[src/rtl/mem_arbiter_pkg.sv]
`default_nettype none
// +------------------------------------------------------------------+
// | mem_arbiter_pkg: shared encodings for the main-memory arbiter      |
// | Rev 1.0                                                            |
// +------------------------------------------------------------------+
package mem_arbiter_pkg;

  localparam logic [1:0] ARB_IDLE = 2'd0;
  localparam logic [1:0] ARB_ACC  = 2'd1;
  localparam logic [1:0] ARB_RESP = 2'd2;

  localparam logic OWN_I = 1'b0;
  localparam logic OWN_D = 1'b1;

  localparam int DEF_MEM_LAT = 4;

endpackage : mem_arbiter_pkg
`default_nettype wire

[src/rtl/mem_arbiter_lat_cnt.sv]
`default_nettype none
// +------------------------------------------------------------------+
// | lat_cnt: loadable 4-bit down-counter with zero flag                |
// | Rev 1.0                                                            |
// +------------------------------------------------------------------+
module lat_cnt (
  input  logic       clk,
  input  logic       rst_n,
  input  logic       load,
  input  logic       en,
  input  logic [3:0] loadVal,
  output logic       zero
);

  logic [3:0] r_count;

  always_ff @(posedge clk) begin
    if (!rst_n) begin
      r_count <= 4'd0;
    end else if (load) begin
      r_count <= loadVal;
    end else if (en && (r_count != 4'd0)) begin
      r_count <= r_count - 4'd1;
    end
  end

  assign zero = (r_count == 4'd0);

endmodule : lat_cnt
`default_nettype wire

[src/rtl/mem_arbiter.sv]
`default_nettype none
// +------------------------------------------------------------------+
// | mem_arbiter: round-robin I/D cache arbiter for fixed-latency memory|
// | Rev 1.0                                                            |
// +------------------------------------------------------------------+
module mem_arbiter
  import mem_arbiter_pkg::*;
#(
  parameter int ADDR_W  = 14,
  parameter int LINE_W  = 64,
  parameter int MEM_LAT = DEF_MEM_LAT
) (
  input  logic              clk,
  input  logic              rst_n,
  input  logic              i_req,
  input  logic [ADDR_W-1:0] i_addr,
  output logic              i_rdy,
  output logic [LINE_W-1:0] i_line,
  input  logic              d_req,
  input  logic              d_we,
  input  logic [ADDR_W-1:0] d_addr,
  input  logic [LINE_W-1:0] d_wline,
  output logic              d_rdy,
  output logic [LINE_W-1:0] d_rline,
  output logic              mem_re,
  output logic              mem_we,
  output logic [ADDR_W-1:0] mem_addr,
  output logic [LINE_W-1:0] mem_wdata,
  input  logic [LINE_W-1:0] mem_rdata
);

  localparam logic [3:0] c_LOAD = 4'(MEM_LAT - 1);

  logic [1:0]        r_state;
  logic              r_owner;
  logic              r_we;
  logic              r_lastD;
  logic              r_memRe;
  logic              r_memWe;
  logic [ADDR_W-1:0] r_memAddr;
  logic [LINE_W-1:0] r_memWdata;
  logic              r_iRdy;
  logic              r_dRdy;
  logic [LINE_W-1:0] r_iLine;
  logic [LINE_W-1:0] r_dRline;

  logic w_anyReq;
  logic w_grantD;
  logic w_load;
  logic w_cntEn;
  logic w_zero;

  // On a tie, D wins unless D was the last one served.
  assign w_anyReq = i_req | d_req;
  assign w_grantD = d_req & (~i_req | ~r_lastD);
  assign w_load   = (r_state == ARB_IDLE) & w_anyReq;
  assign w_cntEn  = (r_state == ARB_ACC);

  lat_cnt u_latCnt (
    .clk     (clk),
    .rst_n   (rst_n),
    .load    (w_load),
    .en      (w_cntEn),
    .loadVal (c_LOAD),
    .zero    (w_zero)
  );

  always_ff @(posedge clk) begin
    if (!rst_n) begin
      r_state    <= ARB_IDLE;
      r_owner    <= OWN_I;
      r_we       <= 1'b0;
      r_lastD    <= 1'b0;
      r_memRe    <= 1'b0;
      r_memWe    <= 1'b0;
      r_memAddr  <= '0;
      r_memWdata <= '0;
      r_iRdy     <= 1'b0;
      r_dRdy     <= 1'b0;
      r_iLine    <= '0;
      r_dRline   <= '0;
    end else begin
      r_iRdy <= 1'b0;
      r_dRdy <= 1'b0;
      case (r_state)
        ARB_IDLE: begin
          if (w_anyReq) begin
            r_owner   <= w_grantD ? OWN_D : OWN_I;
            r_we      <= w_grantD & d_we;
            r_memAddr <= w_grantD ? d_addr : i_addr;
            if (w_grantD) begin
              r_memWdata <= d_wline;
            end
            r_memRe <= ~(w_grantD & d_we);
            r_memWe <= w_grantD & d_we;
            r_state <= ARB_ACC;
          end
        end
        ARB_ACC: begin
          // Read data is only valid in the final strobe cycle.
          if (w_zero) begin
            r_memRe <= 1'b0;
            r_memWe <= 1'b0;
            if (r_owner == OWN_D) begin
              r_dRdy <= 1'b1;
              if (!r_we) begin
                r_dRline <= mem_rdata;
              end
            end else begin
              r_iRdy  <= 1'b1;
              r_iLine <= mem_rdata;
            end
            r_state <= ARB_RESP;
          end
        end
        ARB_RESP: begin
          r_lastD <= (r_owner == OWN_D);
          r_state <= ARB_IDLE;
        end
        default: begin
          r_state <= ARB_IDLE;
        end
      endcase
    end
  end

  assign i_rdy     = r_iRdy;
  assign i_line    = r_iLine;
  assign d_rdy     = r_dRdy;
  assign d_rline   = r_dRline;
  assign mem_re    = r_memRe;
  assign mem_we    = r_memWe;
  assign mem_addr  = r_memAddr;
  assign mem_wdata = r_memWdata;

endmodule : mem_arbiter
`default_nettype wire

[config.mk]
export PLATFORM = sky130hd
export DESIGN_NAME = mem_arbiter
export DESIGN_NICKNAME = d
export VERILOG_FILES = /design/src/rtl/mem_arbiter_pkg.sv /design/src/rtl/mem_arbiter_lat_cnt.sv /design/src/rtl/mem_arbiter.sv
export SDC_FILE = /design/constraint.sdc
export NUM_CORES = 1
export LEC_CHECK = 0
export ABC_AREA = 0
export CAP_MARGIN = 20
export CORE_MARGIN = 4
export CORE_UTILIZATION = 42
export CTS_CLUSTER_DIAMETER = 120
export DETAILED_ROUTE_END_ITERATION = 8
export GPL_TIMING_DRIVEN = 0
export PLACE_DENSITY = 0.91
export SYNTH_ARGS = -nofsm -noshare
export SYNTH_HDL_FRONTEND = slang
export SYNTH_SLANG_ARGS = --single-unit
[constraint.sdc]
create_clock -name clk -period 2.7 [get_ports clk]
set_input_delay 0.54 -clock clk [delete_from_list [all_inputs] [get_ports clk]]
set_output_delay 0.54 -clock clk [all_outputs]
set_load 0.03 [all_outputs]
======== Yosys cells after proc, flatten, opt, wreduce, memory -nomap -nowiden ========
Cells that the tools add are included.
storage, ports and cells
  bits in registers ....................... 219
  bits of input ports ..................... 161
  output and inout bits ................... 210
  logic and storage cells ................. 58
operators by class
  add/sub/neg operators ................... 1
  eq/ne operators ......................... 4
  mux-type cells .......................... 14
  bitwise gates (word level) .............. 11
  reduce and logical (&&, ||, !) cells .... 14
operator list
  kind                                                                   count
  14-bit 2-to-1 mux                                                      1
  3-bit AND reduction                                                    4
  2-bit 2-to-1 mux                                                       4
  1-bit 2-to-1 mux                                                       6
  1-bit inverter                                                         6
  4-bit logical NOT                                                      1
  2-bit != test, second input constant                                   2
  1-bit one-hot mux with 2 select lines                                  2
  2-bit one-hot mux with 2 select lines                                  1
  2-bit AND reduction                                                    2
  4-bit AND reduction                                                    1
  2-bit nonzero test                                                     2
  4-bit nonzero test                                                     1
  4-bit by 1-bit subtractor with 4-bit output, second input constant     1
  1-bit AND                                                              3
  2-bit by 1-bit equality test with 1-bit output, second input constant  1
  2-bit equality test, second input constant                             1
  2-bit logical NOT                                                      1
  1-bit bitwise OR                                                       2
  2-bit OR reduction                                                     1
  1-bit logical AND                                                      1

======== Longest topological paths before layout ========
Gate-level depths: netlist of the first run.
  word-level depth ........................ 7
  mapped depth ............................ 8
  depth with buffers taken out ............ 5

======== Cells and area by module ========
Synthesis of the first run repeated with hierarchy kept, for this count alone.
second synthesis, totals
  cells, all modules ...................... 1000
  area, all modules ....................... 8395.6 um2
modules (own cells, without submodules)
  module       instances  cells each  area each (um2)  seq. area each (um2)
  mem_arbiter  1          969         8139.1           4304.1
  lat_cnt      1          31          256.5            80.1

======== Worst setup path before layout of the first run ========
No wires, ideal clock.
  kind .................................... reg-to-reg
  start point ............................. register u_latCnt.r_count[0]
  end point ............................... register r_dRline[10] (netlist: d_rline[10])
  setup time .............................. 120 ps
  arrival ................................. 1931 ps
  data required time ...................... 2580 ps
  setup slack ............................. 649 ps
  cell stages (with the launch flop) ...... 9
  buffers on the path ..................... 3
  clock period less this slack ............ 2051 ps
  cell sequence ........................... dfxtp_1 -> inv_1 -> ha_1 -> or3b_1 -> buf_2 -> or4b_1 -> buf_6 -> buf_6 -> mux2i_1
between the ends
  longest elaborated chain between the ends .. 2
ends and longest elaborated chain
  element                        line                       text
  start: declaration             mem_arbiter_lat_cnt.sv:15  logic [3:0] r_count;
  start signal: assignment       mem_arbiter_lat_cnt.sv:21  r_count <= loadVal;
  start signal: assignment       mem_arbiter_lat_cnt.sv:23  r_count <= r_count - 4'd1;
  4-bit logical NOT              mem_arbiter_lat_cnt.sv:27  assign zero = (r_count == 4'd0);
  4-bit AND reduction (no line)  --
  end signal: assignment         mem_arbiter.sv:107         r_dRline <= mem_rdata;
  end: declaration               mem_arbiter.sv:45          logic [LINE_W-1:0] r_dRline;
Every way passes these cells.
A chain may end at the register's enable or synchronous reset.

======== Final worst setup path of the first run ========
  start point ............................. register u_latCnt.r_count[0]
  end point ............................... register r_iLine[32] (netlist: i_line[32])
between the ends
  longest elaborated chain between the ends .. 2
ends and longest elaborated chain
  element                        line                       text
  4-bit logical NOT              mem_arbiter_lat_cnt.sv:27
  3-bit AND reduction (no line)  --
  end signal: assignment         mem_arbiter.sv:111         r_iLine <= mem_rdata;
  end: declaration               mem_arbiter.sv:44          logic [LINE_W-1:0] r_iLine;
Every way passes these cells.

==> metrics, run 1 <==
number of instances on the worst hold path=2; buffer type at the clock tree root=sky130_fd_sc_hd__clkbuf_16; CP max FO=10; data arrival time of the critical path=2.78 ns; vias per cell=5.19; initial core utilization=42.6%; clock network fraction of design power=36.0%; total design power=8.31 mW; clock transition at the registers of the reported paths=0.06 ns; Combinational Power Share=21.4%; final weighted congestion of routability-driven global placement=0.837; Worst Setup Slack, final=0.329 ns; total count of hold-check failures in the final report=0; internal portion of total power=5.96 mW; Switching Share=28.3%; area share of the largest cell type after synthesis=52.8%; layout overhead on the synthesized area=56.9%; share of flip-flops with an asynchronous set or reset=0%; Antenna diodes=0; Die Y=149 um; worst slack on hold paths=0.457 ns; Yosys Warn Count=0; Remaining DRCs=0; total power per unit cell area=638 nW/um^2; mapped cell area=8300 sq um; Layout Nets=1444; FF+latch count, synth=219; final-layout fill cell count=1473; final worst clock skew=0.0107 ns; area of the core region=19500 sq um; average routed wire per standard cell=18.4 um; x dimension of the die=149 um; beginning of the worst register-to-register path=u_latCnt.r_count[0]$_SDFFE_PN0P_; synth unique cells=34; Final Instance Count excl. Fillers=1557; net count after synthesis=1050; critical path capture point type=flop; Hold EP=i_line[13]$_SDFFE_PN0P_; category of the most critical setup path=flop to flop; maximum buffer depth of the clock tree=3; slew margin rel.=50.6%; Hold-fix buffers, CTS=0; time the worst path needs with I/O delays and setup=2.37 ns; Resized cells post-CTS=0; Post-DRT Antenna Nets=0; synth top area cells=sky130_fd_sc_hd__dfxtp_1 53%, sky130_fd_sc_hd__mux2i_1 17%, sky130_fd_sc_hd__nand2_1 8.8%; TritonCTS clock tree=yes; register share of total power=42.7%; die area=22100 sq um; First-pass DRT Iterations=6; Setup WS pre-CTS=-0.111 ns; number of enable flip-flop cells after synthesis=0; result of the run=finished, final reports clean; number of max-slew violations in the final report=0; worst r2r path cells=8; layout cells sized above 1=3.64%; Max Cap Viol=0; worst voltage drop across the vdd grid=0.570 mV; worst-margin pin slew=0.741 ns; count of input and output buffers=369; RSZ-0062 raised after global routing=no; count of final setup violators=0; Num Clock Sinks=219; number of placed cells counting well taps=1521; leading register cell type out of synthesis=sky130_fd_sc_hd__dfxtp_1; I/O pin total=371; start point of the worst min-delay path=i_line[13]$_SDFFE_PN0P_; Tightest Hold Check Type=flop to flop; Worst R2R Setup Slack=0.33 ns; most frequently used cell type in the post-synthesis netlist=sky130_fd_sc_hd__dfxtp_1; post-route clock period utilization=87.8%; post-detailed-routing wire length=28700 um; Post-Syn Area per Cell=9.36 sq um; drt initial violations=337; Inserted Clock Buffers=23; estimated wirelength of the detail-placed design=21400 um; vias in the first global route=8222; post-CTS repair timing setup buffer count=0; library cell with the largest summed area after synthesis=sky130_fd_sc_hd__dfxtp_1; gr usage total=24.4%; commonest cells in the netlist=219 x sky130_fd_sc_hd__dfxtp_1, 194 x sky130_fd_sc_hd__nand2_1, 144 x sky130_fd_sc_hd__mux2i_1; Cell Rows=51; net switching power figure=2.35 mW; maximum number of pins on one net before global-route repair=13; antenna violations before repair=0; H-tree levels=1; number of vias in the routed layout=8079; launching element type of the critical path=flop; reg-to-reg critical path endpoint=i_line[32]$_SDFFE_PN0P_; Worst Path Required=3.11 ns; post-synthesis sequential area ratio=52.8%; leakage power=5.11 nW; Overflow after GRT=0; maximum operating frequency=422 MHz; first-pass GRT wire length=43500 um; clock network latency to the later pin of the worst-skew pair=0.51 ns; number of cells produced by synthesis=887
[power by group through the flow]
stage | Clock (mW) | Sequential, mW | Combinational (mW)
6_report | 2.99 | 3.55 | 1.77
5_1_grt | 3.16 | 3.57 | 1.88
4_1_cts | 3.04 | 3.55 | 1.78
3_5_place_dp | 0 | 3.61 | 1.76
3_3_place_gp | 0 | 3.60 | 1.74
2_1_floorplan | 0 | 3.97 | 0.577
[layout make-up]
type                       instances  area [sq um]  share of cell area, %
sequential                       219          4380                   33.7
timing repair buffer             369          3690                   28.4
multi-input combinational        585          3540                   27.2
clock buffer                      33           653                   5.02
buffer                            78           358                   2.75
tap                              265           332                   2.55
clock inverter                     3          43.8                  0.336
inverter                           5          18.8                  0.144
[worst max-delay path: stages (launching register included)]
cell and delay [ns]:
sky130_fd_sc_hd__dfxtp_1 0.31, sky130_fd_sc_hd__inv_1 0.12, sky130_fd_sc_hd__ha_1 0.18, sky130_fd_sc_hd__or3b_1 0.33, sky130_fd_sc_hd__buf_2 0.17, sky130_fd_sc_hd__nor3_1 0.17, sky130_fd_sc_hd__buf_2 0.30, sky130_fd_sc_hd__buf_2 0.39
sky130_fd_sc_hd__mux2i_1 0.31
[stage by stage]
| stage | area, sq um | util (%) | setup TNS [ns] |
|---|---|---|---|
| 2_1_floorplan | 8300 | - | 0 |
| 3_3_place_gp | 12300 | 63.3 | -0.220 |
| 3_5_place_dp | 12300 | 63.3 | -0.749 |
| 4_1_cts | 13000 | 66.9 | 0 |
| 5_1_grt | 13000 | 66.9 | 0 |
| 6_report | 13000 | 66.9 | 0 |
[per-layer routing]
layer	track usage [%]	vias to the layer above	wire length (um)
li1	-	3833	-
met1	26.1	3835	10300
met2	46.2	354	14800
met3	7.43	57	2800
met4	6.65	0	774
met5	0	-	0
[cells in the final DEF, fill, tap and decap left out, drive strengths merged, types with 2 or more instances in the layout]
cell | synthesis | routed
a21oi | 66 | 66
and2 | 2 | 2
buf | 22 | 22
clkbuf | 56 | 89
clkdlybuf4s50 | 0 | 369
dfxtp | 219 | 219
ha | 2 | 2
inv | 5 | 6
mux2i | 144 | 144
nand2 | 194 | 194
nand2b | 3 | 3
nand3 | 64 | 64
nor2 | 5 | 5
nor3 | 3 | 3
o21a | 2 | 2
o21ai | 66 | 66
o2bb2ai | 15 | 15
o32ai | 2 | 2
or3 | 3 | 3
[registers in the layout, summed over array words and instances (netlist names), 2 cells and up]
register          flops
u_latCnt.r_count      4
mem_wdata            64
d_rline              64
i_line               64
r_state               2
mem_addr             14
[worst max-delay path by stage]
stage / to / from
after floorplan: d_rline[10]$_SDFFE_PN0P_ / u_latCnt.r_count[0]$_SDFFE_PN0P_
after global placement: mem_addr[10]$_SDFFE_PN0P_ / d_req
after detailed placement: mem_addr[12]$_SDFFE_PN0P_ / i_req
after CTS: i_line[32]$_SDFFE_PN0P_ / u_latCnt.r_count[0]$_SDFFE_PN0P_
after global routing: mem_addr[6]$_SDFFE_PN0P_ / r_state[0]$_SDFFE_PN0P_
final: i_line[32]$_SDFFE_PN0P_ / u_latCnt.r_count[0]$_SDFFE_PN0P_
[kinds of logic after synthesis]
logic type	Yosys count	synth area share (%)
adder cells (fa/ha/maj)	2	0.301
buffers and inverters	83	4.54
flip-flops	219	52.8
AO/OA/AOI/OAI	158	10.7
multiplexers	144	17.4
AND/OR/NAND/NOR	281	14.3
(Power assumes the default switching activity.)
==> inputs of run 2 (changes only) <==
Settings changed: ABC_AREA 0 to 1, CORE_UTILIZATION 42 to 43.
==> run 2 against run 1 <==
Net effect:
- global-route usage increased by 1.5 points
- die area increased by 1.6%
- critical path depth decreased by 7
- power increased by 24%
- register-to-register slack improved by 0.57 ns
- via count increased by 15%
- synthesized cell count increased by 36%
- fmax increased by 10%
- combinational power increased by 79%
- sequential power increased by 8.7%
- critical endpoint is now mem_wdata[1]
- routed wire length increased by 6.1%
- sequential share of layout area decreased by 1.1 points
==> metrics, run 2 <==
Resized cells post-CTS=0; final weighted congestion of routability-driven global placement=0.908; kind of cell adding the most delay to the critical path=buffers and inverters; layout cells sized above 1=6.89%; critical path capture point type=primary output; Worst Path Required=2.16 ns; die area=22400 sq um; Overflow after GRT=0; Tightest Hold Check Type=input pin to flop; mapped cell area=8650 sq um; Max Cap Viol=0; number of vias in the routed layout=9324; synth unique cells=26; synth top area cells=sky130_fd_sc_hd__dfxtp_1 51%, sky130_fd_sc_hd__nor2_1 18%, sky130_fd_sc_hd__nand3_1 7.6%; first-pass GRT wire length=46700 um; vias in the first global route=9345; TritonCTS clock tree=yes; total power per unit cell area=768 nW/um^2; antenna violations before repair=0; ordered list of cells on the worst path=clkdlybuf4s50_1; launching element type of the critical path=flop; Yosys Warn Count=0; result of the run=finished, final reports clean; most frequently used cell type in the post-synthesis netlist=sky130_fd_sc_hd__nor2_1; Layout Nets=1758; time the worst path needs with I/O delays and setup=2.15 ns; total count of hold-check failures in the final report=0; Hold-fix buffers, CTS=0; x dimension of the die=150 um; buffering stage count on the worst path with inverters included=1; maximum number of pins on one net before global-route repair=15; Inserted Clock Buffers=22; total design power=10.3 mW; number of cells produced by synthesis=1202; category of the most critical setup path=flop to primary output; estimated wirelength of the detail-placed design=23000 um; commonest non-fill, non-tap cell in the layout=sky130_fd_sc_hd__nor2_1; First-pass DRT Iterations=5; post-route clock period utilization=79.7%; RSZ-0062 raised after global routing=no; buffer type at the clock tree root=sky130_fd_sc_hd__clkbuf_16; I/O pin total=371; layout overhead on the synthesized area=55.7%; post-detailed-routing wire length=30500 um; area of the core region=19600 sq um; leakage power=5.66 nW; final worst clock skew=0.00627 ns; worst voltage drop across the vdd grid=0.589 mV; library cell with the largest summed area after synthesis=sky130_fd_sc_hd__dfxtp_1; Worst R2R Setup Slack=0.90 ns; Antenna diodes=0; slew margin rel.=45.0%; Post-Syn Area per Cell=7.19 sq um; commonest cells in the netlist=404 x sky130_fd_sc_hd__nor2_1, 219 x sky130_fd_sc_hd__dfxtp_1, 174 x sky130_fd_sc_hd__nand2_1; data arrival time of the critical path=1.61 ns; count of input and output buffers=369; FF+latch count, synth=219; post-CTS repair timing setup buffer count=0; clock network latency to the later pin of the worst-skew pair=0.50 ns; utilization after layout=68.7%; top library cells by usage in the layout, fill and taps aside=404 x sky130_fd_sc_hd__nor2_1, 369 x sky130_fd_sc_hd__clkdlybuf4s50_1, 219 x sky130_fd_sc_hd__dfxtp_1, 174 x sky130_fd_sc_hd__nand2_1, 131 x sky130_fd_sc_hd__nand3_1; Num Clock Sinks=219; Total Neg Setup Slack=0 ns; drt initial violations=423; gr usage total=25.9%; initial core utilization=44.1%; share of flip-flops with an asynchronous set or reset=0%; worst slack on hold paths=0.409 ns; average routed wire per standard cell=16.2 um; post-synthesis sequential area ratio=50.7%; Die Y=150 um; Post-DRT Antenna Nets=0; worst-margin pin slew=0.825 ns; number of max-slew violations in the final report=0; H-tree levels=1; count of final setup violators=0; clock transition at the registers of the reported paths=0.06 ns; CP max FO=2; maximum buffer depth of the clock tree=3; leading register cell type out of synthesis=sky130_fd_sc_hd__dfxtp_1; area share of the largest cell type after synthesis=50.7%; cell at the slowest stage of the critical path=sky130_fd_sc_hd__clkdlybuf4s50_1; vias per cell=4.97; number of enable flip-flop cells after synthesis=0; net count after synthesis=1365; Remaining DRCs=0; highest cell delay on the worst timing path=0.76 ns; maximum operating frequency=465 MHz; Cell Rows=51
==> run 2: worst paths after layout <==
kind	startpoint	endpoint	depth (start not counted)
min	rst_n	r_owner$_SDFFE_PN0P_	3
max reg2reg	u_latCnt.r_count[0]$_SDFFE_PN0P_	i_line[33]$_SDFFE_PN0P_	9
max	mem_wdata[1]$_SDFFE_PN0P_	mem_wdata[1]	1
min reg2reg	mem_addr[4]$_SDFFE_PN0P_	mem_addr[4]$_SDFFE_PN0P_	2
==> run 2: power breakdown <==
part / leakage (nW) / total [mW] / switching, mW / internal [mW]
sequential: 1.79 / 3.86 / 0.232 / 3.63
combinational: 3.47 / 3.16 / 1.89 / 1.27
clock: 0.398 / 3.33 / 1.29 / 2.04
==> run 2: cell type report <==
type | count | area [sq um]
plain buffers | 79 | 460
clock buffers | 29 | 638
clock inverters | 11 | 155
fillers | 1501 | 6130
inverters | 77 | 289
multi-input cells | 827 | 3510
flip-flops and latches | 219 | 4380
well taps | 265 | 332
repair buffers | 369 | 3690
==> run 2: worst reg2reg max path: cells and delay by family, from the launching register on <==
kind | cells | cell delay (ns)
fa+ha+maj | 1 | 0.23
simple gates | 5 | 0.46
buf+inv | 3 | 0.66
flops | 1 | 0.34
==> run 2: cell families (layout without fill, tap and decap cells) <==
kind of cell	Yosys count	in the layout	synth area share (%)
AO/OA/AOI/OAI	89	89	5.21
XOR/XNOR	1	1	0.101
adder cells (fa/ha/maj)	2	2	0.289
buffers and inverters	156	565	8.67
flip-flops	219	219	50.7
AND/OR/NAND/NOR	735	735	35.0
==> run 2: per-layer routing <==
metal  routed length (um)  vias to the layer above  GRT usage [%]
met5                    0                        -              0
met4                 1430                        0           11.0
met3                 2820                      103           6.63
met2                15700                      452           49.6
met1                10500                     4258           26.3
li1                     -                     4511              -
==> run 2: per-stage QoR <==
| stage | setup slack (ns) | area (sq um) | std cells |
|---|---|---|---|
| floorplan | 1.26 | 8650 | 1202 |
| global placement | 0.510 | 12700 | 1836 |
| detailed placement | 0.412 | 12700 | 1836 |
| CTS | 0.540 | 13500 | 1876 |
| global route | 0.526 | 13500 | 1876 |
| finish | 0.549 | 13500 | 1876 |
